File: config.mk
export PLATFORM = sky130hd
export DESIGN_NAME = vga_scanout_flat
export DESIGN_NICKNAME = d
export VERILOG_FILES = /design/src/rtl/vga_scanout_if.sv /design/src/rtl/vga_scanout.sv /design/src/flat_wrapper.sv
export SDC_FILE = /design/constraint.sdc
export NUM_CORES = 1
export LEC_CHECK = 0
export ABC_AREA = 1
export BUFFER_PORTS_ARGS = -buffer_cell sky130_fd_sc_hd__buf_2
export CAP_MARGIN = 0
export CORE_MARGIN = 1.5
export CORE_UTILIZATION = 25
export DETAILED_ROUTE_END_ITERATION = 6
export GPL_TIMING_DRIVEN = 0
export PLACE_DENSITY = 0.51
export SETUP_SLACK_MARGIN = 0.1
export SLEW_MARGIN = 20
export SYNTH_ARGS = -nofsm -noshare
export SYNTH_HDL_FRONTEND = slang
export SYNTH_SLANG_ARGS = --single-unit
File: constraint.sdc
create_clock -name clock25 -period 3.3 [get_ports clock25]
set_input_delay 0.495 -clock clock25 [delete_from_list [all_inputs] [get_ports clock25]]
set_output_delay 0.495 -clock clock25 [all_outputs]
set_load 0.01 [all_outputs]
File: src/rtl/vga_scanout_if.sv
// Frame buffer read port and VGA output bundle for vga_scanout.
// master = scanout engine, slave = frame buffer / display side.
interface vga_scanout_if;
    logic [15:0] fb_addr;
    logic        fb_rd;
    logic [7:0]  fb_data;
    logic        hsync;
    logic        vsync;
    logic [3:0]  red;
    logic [3:0]  green;
    logic [3:0]  blue;
    logic        frame_start;

    modport master (
        output fb_addr, fb_rd, hsync, vsync, red, green, blue, frame_start,
        input  fb_data
    );

    modport slave (
        input  fb_addr, fb_rd, hsync, vsync, red, green, blue, frame_start,
        output fb_data
    );
endinterface

File: src/rtl/vga_scanout.sv
// 640x480@60 1bpp frame buffer scanout: timing counters, fetch, pixel shift and registered VGA outputs.
// Optional macro TEST_PATTERN_EN adds test_sel, which replaces frame buffer pixels with an 8x8 checkerboard.
module vga_scanout #(
    parameter int          H_VIS    = 640,
    parameter int          H_FP     = 16,
    parameter int          H_SYNC   = 96,
    parameter int          H_BP     = 48,
    parameter int          V_VIS    = 480,
    parameter int          V_FP     = 10,
    parameter int          V_SYNC   = 2,
    parameter int          V_BP     = 33,
    parameter logic [11:0] FG_COLOR = 12'hFFF,
    parameter logic [11:0] BG_COLOR = 12'h000
) (
    input  logic         clock25,
    input  logic         reset_n,
`ifdef TEST_PATTERN_EN
    input  logic         test_sel,
`endif
    vga_scanout_if.master vga
);

    localparam int         H_TOTAL  = H_VIS + H_FP + H_SYNC + H_BP;
    localparam int         V_TOTAL  = V_VIS + V_FP + V_SYNC + V_BP;
    localparam logic [9:0] H_LAST   = 10'(H_TOTAL - 1);
    localparam logic [9:0] V_LAST   = 10'(V_TOTAL - 1);
    localparam logic [9:0] H_VIS_L  = 10'(H_VIS);
    localparam logic [9:0] V_VIS_L  = 10'(V_VIS);
    localparam logic [9:0] HS_FIRST = 10'(H_VIS + H_FP);
    localparam logic [9:0] HS_LAST  = 10'(H_VIS + H_FP + H_SYNC - 1);
    localparam logic [9:0] VS_FIRST = 10'(V_VIS + V_FP);
    localparam logic [9:0] VS_LAST  = 10'(V_VIS + V_FP + V_SYNC - 1);

    logic [9:0]  hcount;
    logic [9:0]  vcount;
    logic        scan_run;

    logic        visible_s0;
    logic        fetch_s0;
    logic        hsync_s0;
    logic        vsync_s0;
    logic        first_s0;
    logic        fetch_block;
    logic [15:0] line_base;
    logic [15:0] fetch_addr;
    logic [15:0] addr_hold;
    logic [15:0] addr_c;

    logic        visible_s1;
    logic        hsync_s1;
    logic        vsync_s1;
    logic        first_s1;
    logic        load_s1;
    logic [7:0]  shift_reg;
    logic [7:0]  shift_next;
    logic        pixel_s1;

    logic [11:0] rgb;
    logic        hsync_q;
    logic        vsync_q;
    logic        frame_start_q;

    // scan_run keeps the counters at (0,0) for the first released edge so that
    // position (0,0) is the first one pushed down the pipeline after reset.
    always_ff @(posedge clock25) begin
        if (!reset_n) begin
            hcount   <= 10'd0;
            vcount   <= 10'd0;
            scan_run <= 1'b0;
        end else if (!scan_run) begin
            scan_run <= 1'b1;
        end else if (hcount == H_LAST) begin
            hcount <= 10'd0;
            vcount <= (vcount == V_LAST) ? 10'd0 : vcount + 10'd1;
        end else begin
            hcount <= hcount + 10'd1;
        end
    end

    always_comb begin
        visible_s0 = scan_run && (hcount < H_VIS_L) && (vcount < V_VIS_L);
        fetch_s0   = visible_s0 && (hcount[2:0] == 3'd0) && !fetch_block;
        hsync_s0   = !((hcount >= HS_FIRST) && (hcount <= HS_LAST));
        vsync_s0   = !((vcount >= VS_FIRST) && (vcount <= VS_LAST));
        first_s0   = scan_run && (hcount == 10'd0) && (vcount == 10'd0);
        line_base  = ({6'd0, vcount} << 6) + ({6'd0, vcount} << 4);
        fetch_addr = line_base + {9'd0, hcount[9:3]};
        addr_c     = fetch_s0 ? fetch_addr : addr_hold;
    end

    assign vga.fb_addr = addr_c;
    assign vga.fb_rd   = fetch_s0;

    // Read data lands in the cycle after a fetch; the output register samples the
    // shifter's next value so the first pixel of a byte is not delayed an extra cycle.
    always_comb begin
        shift_next = load_s1 ? vga.fb_data : {shift_reg[6:0], 1'b0};
    end

`ifdef TEST_PATTERN_EN
    logic pattern_s1;
    logic test_s1;

    assign fetch_block = test_sel;
    assign pixel_s1    = test_s1 ? pattern_s1 : shift_next[7];

    always_ff @(posedge clock25) begin
        if (!reset_n) begin
            pattern_s1 <= 1'b0;
            test_s1    <= 1'b0;
        end else begin
            pattern_s1 <= hcount[3] ^ vcount[3];
            test_s1    <= test_sel;
        end
    end
`else
    assign fetch_block = 1'b0;
    assign pixel_s1    = shift_next[7];
`endif

    always_ff @(posedge clock25) begin
        if (!reset_n) begin
            addr_hold     <= 16'd0;
            visible_s1    <= 1'b0;
            hsync_s1      <= 1'b1;
            vsync_s1      <= 1'b1;
            first_s1      <= 1'b0;
            load_s1       <= 1'b0;
            shift_reg     <= 8'd0;
            rgb           <= 12'h000;
            hsync_q       <= 1'b1;
            vsync_q       <= 1'b1;
            frame_start_q <= 1'b0;
        end else begin
            addr_hold     <= addr_c;
            visible_s1    <= visible_s0;
            hsync_s1      <= hsync_s0;
            vsync_s1      <= vsync_s0;
            first_s1      <= first_s0;
            load_s1       <= fetch_s0;
            shift_reg     <= shift_next;
            rgb           <= visible_s1 ? (pixel_s1 ? FG_COLOR : BG_COLOR) : 12'h000;
            hsync_q       <= hsync_s1;
            vsync_q       <= vsync_s1;
            frame_start_q <= first_s1;
        end
    end

    assign vga.red         = rgb[11:8];
    assign vga.green       = rgb[7:4];
    assign vga.blue        = rgb[3:0];
    assign vga.hsync       = hsync_q;
    assign vga.vsync       = vsync_q;
    assign vga.frame_start = frame_start_q;

endmodule
File: src/flat_wrapper.sv
// flat-port wrapper written by rule: the top's interface ports become plain ports
module vga_scanout_flat 
#(
    parameter int          H_VIS    = 640,
    parameter int          H_FP     = 16,
    parameter int          H_SYNC   = 96,
    parameter int          H_BP     = 48,
    parameter int          V_VIS    = 480,
    parameter int          V_FP     = 10,
    parameter int          V_SYNC   = 2,
    parameter int          V_BP     = 33,
    parameter logic [11:0] FG_COLOR = 12'hFFF,
    parameter logic [11:0] BG_COLOR = 12'h000
)
  (clock25, reset_n, vga_fb_addr, vga_fb_rd, vga_hsync, vga_vsync, vga_red, vga_green, vga_blue, vga_frame_start, vga_fb_data);
  vga_scanout_if vga_i ();
  input  logic clock25;
  input  logic reset_n;
  output wire logic [$bits(vga_i.fb_addr)-1:0] vga_fb_addr;
  output wire logic [$bits(vga_i.fb_rd)-1:0] vga_fb_rd;
  output wire logic [$bits(vga_i.hsync)-1:0] vga_hsync;
  output wire logic [$bits(vga_i.vsync)-1:0] vga_vsync;
  output wire logic [$bits(vga_i.red)-1:0] vga_red;
  output wire logic [$bits(vga_i.green)-1:0] vga_green;
  output wire logic [$bits(vga_i.blue)-1:0] vga_blue;
  output wire logic [$bits(vga_i.frame_start)-1:0] vga_frame_start;
  input wire logic [$bits(vga_i.fb_data)-1:0] vga_fb_data;
  assign vga_fb_addr = vga_i.fb_addr;
  assign vga_fb_rd = vga_i.fb_rd;
  assign vga_hsync = vga_i.hsync;
  assign vga_vsync = vga_i.vsync;
  assign vga_red = vga_i.red;
  assign vga_green = vga_i.green;
  assign vga_blue = vga_i.blue;
  assign vga_frame_start = vga_i.frame_start;
  assign vga_i.fb_data = vga_fb_data;
  vga_scanout #(.H_VIS(H_VIS), .H_FP(H_FP), .H_SYNC(H_SYNC), .H_BP(H_BP), .V_VIS(V_VIS), .V_FP(V_FP), .V_SYNC(V_SYNC), .V_BP(V_BP), .FG_COLOR(FG_COLOR), .BG_COLOR(BG_COLOR)) u_core (.clock25(clock25), .reset_n(reset_n), .vga(vga_i));
endmodule
==> run summary, run 1 <==
status = finished clean
top cell type's share of synthesized area = 33.24%
initial core utilization = 25.50%
Hold Violations, Final = 0
placed inst area = 0.003612 sq mm
max reg flops = 16
critical path class = reg2out
Synth async-reset ratio = 0%
DRT iter0 DRCs = 142
worst endpoint data arrival time = 2560 ps
most frequent cells in the layout = nand2_1, inv_1, nor2_1
DRT Wirelength = 7832 microns
largest net degree at the start of global routing = 17
min cycle time layout = 3059 ps
number of global-route vias before repair = 2,818
global route overflow = 0
Crit Reg-Reg Startpoint = u_core.vcount[0]
Synth Register Bits = 53
xor-xnor portion of the synthesized cell area = 1.646%
Max Cap Viol = 0
Worst EP required = 2800 ps
CP cell instances = buf_6, inv_2, fa_1, inv_1, fa_2, nand2_1, nand3_2, nand2_1, xnor2_1, o21ai_1, inv_1, buf_2
worst-path maximum fanout = 8
Syn Inst Count = 465
hold_buf cts = 0
chip height = 116.0 microns
Clock Root Buffer = clkbuf_16
post-synthesis sequential area ratio = 33.24%
max frequency = 326.9 MHz
IO buf count = 41
worst ir drop on vdd = 0.1774 mV
core area = 0.01252 sq mm
Critical Path End = vga_fb_addr[9]
CTS buffer count = 5
max-slew violations = 0
Fillers = 1,426
Via density = 4.329
slowest CP cell = fa_1
drt wl/cell = 11.40 microns
DRT Pass-1 Iters = 4
main area contributors after synthesis = dfxtp_1, nand2_1, ha_1
Slew @ Worst Pin = 610.1 ps
routability congestion estimate = 0.7990
initial antenna violation count = 0
Regs by FF count = u_core.addr_hold (16), u_core.hcount (10), u_core.vcount (10)
critical path buffer and inverter count = 5
RSZ-0062 raised after global routing = true
setup ws final = 241.2 ps
clock sink count = 53
Synth Area in Simple Gates = 31.01%
multiplexer share of the synthesized area = 0%
PD cells = 385.9 mW/mm^2
Synth area leader = dfxtp_1
share of cells above drive strength 1 = 17.48%
Critical Path Stages = 12
Reg2Reg Depth = 12
setup violators final = 0
Syn Nets = 500
CP endpoint kind = output port
crit-path max cell delay = 520 ps
HP Class = in2reg
CTS tree = done
Area growth, synth to finish = 19.87%
slew margin rel. = 59.32%
DIE WIDTH = 116.0 microns
Total Negative Setup Slacks = 0 ps
hold slack = 361.1 ps
Final Cell Area = 0.003826 sq mm
number of routed nets with antenna violations = 0
worst reg2reg path endpoint = u_core.addr_hold[11]
Most used DFF post-synth = dfxtp_1
die area = 0.01345 sq mm
detailed placement HPWL = 5976 microns
depth of the CTS H-tree = 2
overall routing resource usage = 12.33%
Clk Latency, worst-skew pair = 290 ps
Synth Area in Adders = 10.27%
Crit. Startpoint = u_core.vcount[0]
post-synthesis compound-gate area fraction = 10.07%
CP delay by family, top = adder cells
Worst R2R Setup Slack = 1030 ps
dpl ws = 80.66 ps
Via Count = 2,974
Synth Cell Area = 0.003192 sq mm
EDFF count, synth = 0
LEAKAGE = 1.920 nW
most common library cell in the layout ignoring fill and taps = nand2_1
CP startpoint kind = flip-flop
first-pass GRT wire length = 13,160 microns
Net count, final = 549
row count = 41
Synth cell types = 35
Inserted Diodes = 0
# IOs = 42
CTS Buffer Depth = 2
main combinational cell family by area after synthesis = simple AND/OR/NAND/NOR gates
clock skew = 5.259 ps
Top reg by flops = u_core.addr_hold
DRC viols = 0
Worst-path clk slew = 70 ps
Final Cycle Share = 92.69%
Mean Syn Cell Area = 6.864 sq um
Syn. warnings = 0
-- metrics by stage --
stage / power [mW] / std cells / util [%]
detailed placement: 0.8857 / 678 / 28.86
finish: 1.477 / 687 / 30.57
global placement: 0.8822 / 678 / 28.86
CTS: 1.501 / 687 / 30.32
floorplan: 0.8167 / 465 / -
global route: 1.546 / 687 / 30.57
-- synthesized netlist by cell type, drive strengths merged (4+ instances only) --
cell type  count
nand2         94
inv           79
nor2          62
dfxtp         53
nand3         34
a21oi         25
ha            23
buf           16
o21ai         16
nand4         13
or2           11
a211oi         9
clkbuf         6
nor3           5
xor2           4
-- metal layers --
metal | global-route usage, % | vias up | part of all wire (%)
met3 | 2.354 | 6 | 3.8
li1 | - | 1572 | -
met5 | 0 | - | 0
met2 | 20.86 | 49 | 46
met4 | 4.634 | 0 | 1.3
met1 | 15.56 | 1347 | 49
-- report_power, final --
group	leakage (nW)	switching [mW]	internal (mW)
Sequential	0.433	0.00823	0.668
Clock	0.0810	0.249	0.360
Combinational	1.41	0.115	0.0764
-- worst min-delay path by stage --
stage | start | end | slack, ps | depth (start not counted)
global route | reset_n | u_core.scan_run | 360 | 1
global placement | u_core.hsync_s1 | u_core.vga.hsync | 400 | 1
detailed placement | u_core.hsync_s1 | u_core.vga.hsync | 400 | 1
finish | reset_n | u_core.scan_run | 360 | 1
CTS | reset_n | u_core.scan_run | 360 | 1
floorplan | u_core.first_s1 | u_core.vga.frame_start | 390 | 2
-- logic make-up after synthesis --
logic type,after synthesis
xor+xnor,6
compound gates,55
fa+ha+maj,25
buf+inv,101
flops,53
simple gates,225
-- area by class of cell --
type,instances,area (sq um),share of cell area [%]
multi-input cells,311,1720,44.96
well taps,172,215.2,5.625
clock inverters,2,38.79,1.014
repair buffers,42,212.7,5.559
flip-flops and latches,53,1064,27.80
clock buffers,6,128.9,3.368
inverters,79,296.5,7.750
plain buffers,22,150.1,3.924
-- repair_timing --
item	CTS	global route
gates resized for setup	5	11
endpoints found under the setup margin	9	8
pin swaps	1	1
cloned	0	0
endpoints found under the hold margin	0	0
setup buffers	1	0
(Power assumes the default switching activity.)
==> run 2, diff against run 1 <==
- BUFFER_PORTS_ARGS: -buffer_cell sky130_fd_sc_hd__buf_2 -> unset
- DONT_BUFFER_PORTS: unset -> 1
- PLACE_DENSITY: 0.51 -> 0.42
==> run summary, run 2 (same netlist as run 1, synthesis figures left out) <==
Fillers = 1,400 (-1.8%)
Worst-path clk slew = 80 ps (about the same)
Via density = 4.350 (+0.49%)
number of routed nets with antenna violations = 0 (unchanged)
CTS buffer count = 5 (unchanged)
share of cells above drive strength 1 = 9.937% (-7.5 points)
initial core utilization = 25.50% (unchanged)
Regs by FF count = u_core.addr_hold (16), u_core.hcount (10), u_core.vcount (10)
detailed placement HPWL = 6048 microns (+1.2%)
total power = 1.453 mW (-1.6%)
Pint = 1.079 mW (-2.3%)
die area = 0.01345 sq mm (unchanged)
min cycle time layout = 3034 ps (-24.51 ps)
hold slack = 217.0 ps (-144.1 ps)
postcts setup bufs = 0 (-1)
CTS Buffer Depth = 2 (unchanged)
Psw = 373.8 uW (+0.47%)
Net count, final = 507 (-7.7%)
routability congestion estimate = 0.7849 (-1.8%)
Final Cycle Share = 91.95% (-0.74 points)
HP Class = in2reg
DRT Wirelength = 7859 microns (+0.34%)
Clock Root Buffer = clkbuf_16
Clk Latency, worst-skew pair = 300 ps (about the same)
CTS tree = done
DRC viols = 0 (unchanged)
DRT iter0 DRCs = 172 (+21%)
DRT Pass-1 Iters = 4 (unchanged)
worst endpoint data arrival time = 2540 ps (-20 ps)
first-pass GRT wire length = 12,970 microns (-1.5%)
sequential share of power = 46.5% (+0.7 points)
initial antenna violation count = 0 (unchanged)
Hold Violations, Final = 0 (unchanged)
max frequency = 329.6 MHz (+0.81%)
max reg flops = 16 (unchanged)
IO buf count = 0 (-100%)
CP startpoint kind = flip-flop
# IOs = 42 (unchanged)
Max Cap Viol = 0 (unchanged)
core area = 0.01252 sq mm (unchanged)
Comb pwr share = 10.9% (-2.0 points)
depth of the CTS H-tree = 2 (unchanged)
most common library cell in the layout ignoring fill and taps = nand2_1
fin cells = 645 (-6.1%)
Layout Utilization = 28.81% (-1.8 points)
worst ir drop on vdd = 0.1678 mV (-5.4%)
clock share of power = 42.5% (+1.2 points)
slew margin rel. = 53.66% (-5.7 points)
Inserted Diodes = 0 (unchanged)
critical path class = reg2out
LEAKAGE = 1.726 nW (-10%)
DIE WIDTH = 116.0 microns (unchanged)
overall routing resource usage = 12.23% (-0.099 points)
row count = 41 (unchanged)
setup ws final = 265.7 ps (+24.52 ps)
largest net degree at the start of global routing = 18 (+1)
drt wl/cell = 12.18 microns (+6.9%)
Area growth, synth to finish = 12.98%
placed inst area = 0.003407 sq mm (-5.7%)
Total Negative Setup Slacks = 0 ps (unchanged)
setup violators final = 0 (unchanged)
dpl ws = 143.9 ps (+63.24 ps)
clock skew = 10.06 ps (+4.801 ps)
CP endpoint kind = output port
worst-path maximum fanout = 8 (unchanged)
number of global-route vias before repair = 2,676 (-5.0%)
Via Count = 2,806 (-5.6%)
chip height = 116.0 microns (unchanged)
clock sink count = 53 (unchanged)
dpl cells = 637 (-6.0%)
global route overflow = 0 (unchanged)
Final Cell Area = 0.003606 sq mm (-5.8%)
Slew @ Worst Pin = 695.0 ps (+84.91 ps)
status = finished clean
most frequent cells in the layout = nand2_1, inv_1, nor2_1
PD cells = 402.9 mW/mm^2 (+4.4%)
Worst EP required = 2800 ps (about the same)
Top reg by flops = u_core.addr_hold
sw frac = 25.73% (+0.53 points)
max-slew violations = 0 (unchanged)
RSZ-0062 raised after global routing = false
[run 2: cell types whose count changed in the layout (fill, tap and decap cells not counted), sizes merged]
cell and change:
buf -42, clkbuf -1, inv +1
[run 2: final timing paths]
| path | start | depth (start not counted) | slack, ps | end |
|---|---|---|---|---|
| hold / removal | reset_n | 0 | 220 | u_core.scan_run |
| hold reg to reg | u_core.vsync_s1 | 1 | 420 | u_core.vga.vsync |
| setup / recovery | u_core.vcount[0] | 12 | 270 | vga_fb_addr[11] |
| setup reg to reg | u_core.vcount[0] | 12 | 960 | u_core.addr_hold[11] |
[run 2: power groups by stage]
stage / Combinational [mW] / Sequential [mW] / Clock [mW]
finish: 0.159 / 0.676 / 0.618
global route: 0.183 / 0.680 / 0.666
CTS: 0.163 / 0.676 / 0.645
detailed placement: 0.161 / 0.692 / 0
global placement: 0.161 / 0.691 / 0
floorplan: 0.128 / 0.689 / 0
[run 2: worst max-delay path: stages, from the launching register on]
cell and delay (ps):
dfxtp_2 380, buf_6 140, inv_2 60, fa_1 520
inv_1 70, fa_2 400, nand2_1 110, nand3_2 90
nand3_1 100, a21o_1 120, nand3_1 80, nand2_1 100
inv_1 70
[run 2: what timing repair did]
| action | 4_1_cts | 5_1_grt |
|---|---|---|
| hold buffers | 0 | 0 |
| gates resized for setup | 6 | 8 |
| setup endpoints to repair | 9 | 7 |
| pin swaps | 0 | 1 |
[run 2: final cells by class]
cell class / instances / area (sq um) / share of cell area, %
Clock inverter: 3 / 43.79 / 1.214
Buffer: 22 / 150.1 / 4.164
Sequential cell: 53 / 1064 / 29.49
Tap cell: 172 / 215.2 / 5.968
Multi-Input combinational cell: 311 / 1712 / 47.47
Inverter: 79 / 296.5 / 8.223
Clock buffer: 5 / 125.1 / 3.470
[run 2: per-layer routing]
metal | up-vias | GRT usage (%) | routed length [microns]
met1 | 1266 | 16.20 | 3984
met2 | 48 | 20.27 | 3519
li1 | 1486 | - | -
met5 | - | 0 | 0
met3 | 6 | 2.092 | 249
met4 | 0 | 3.902 | 106
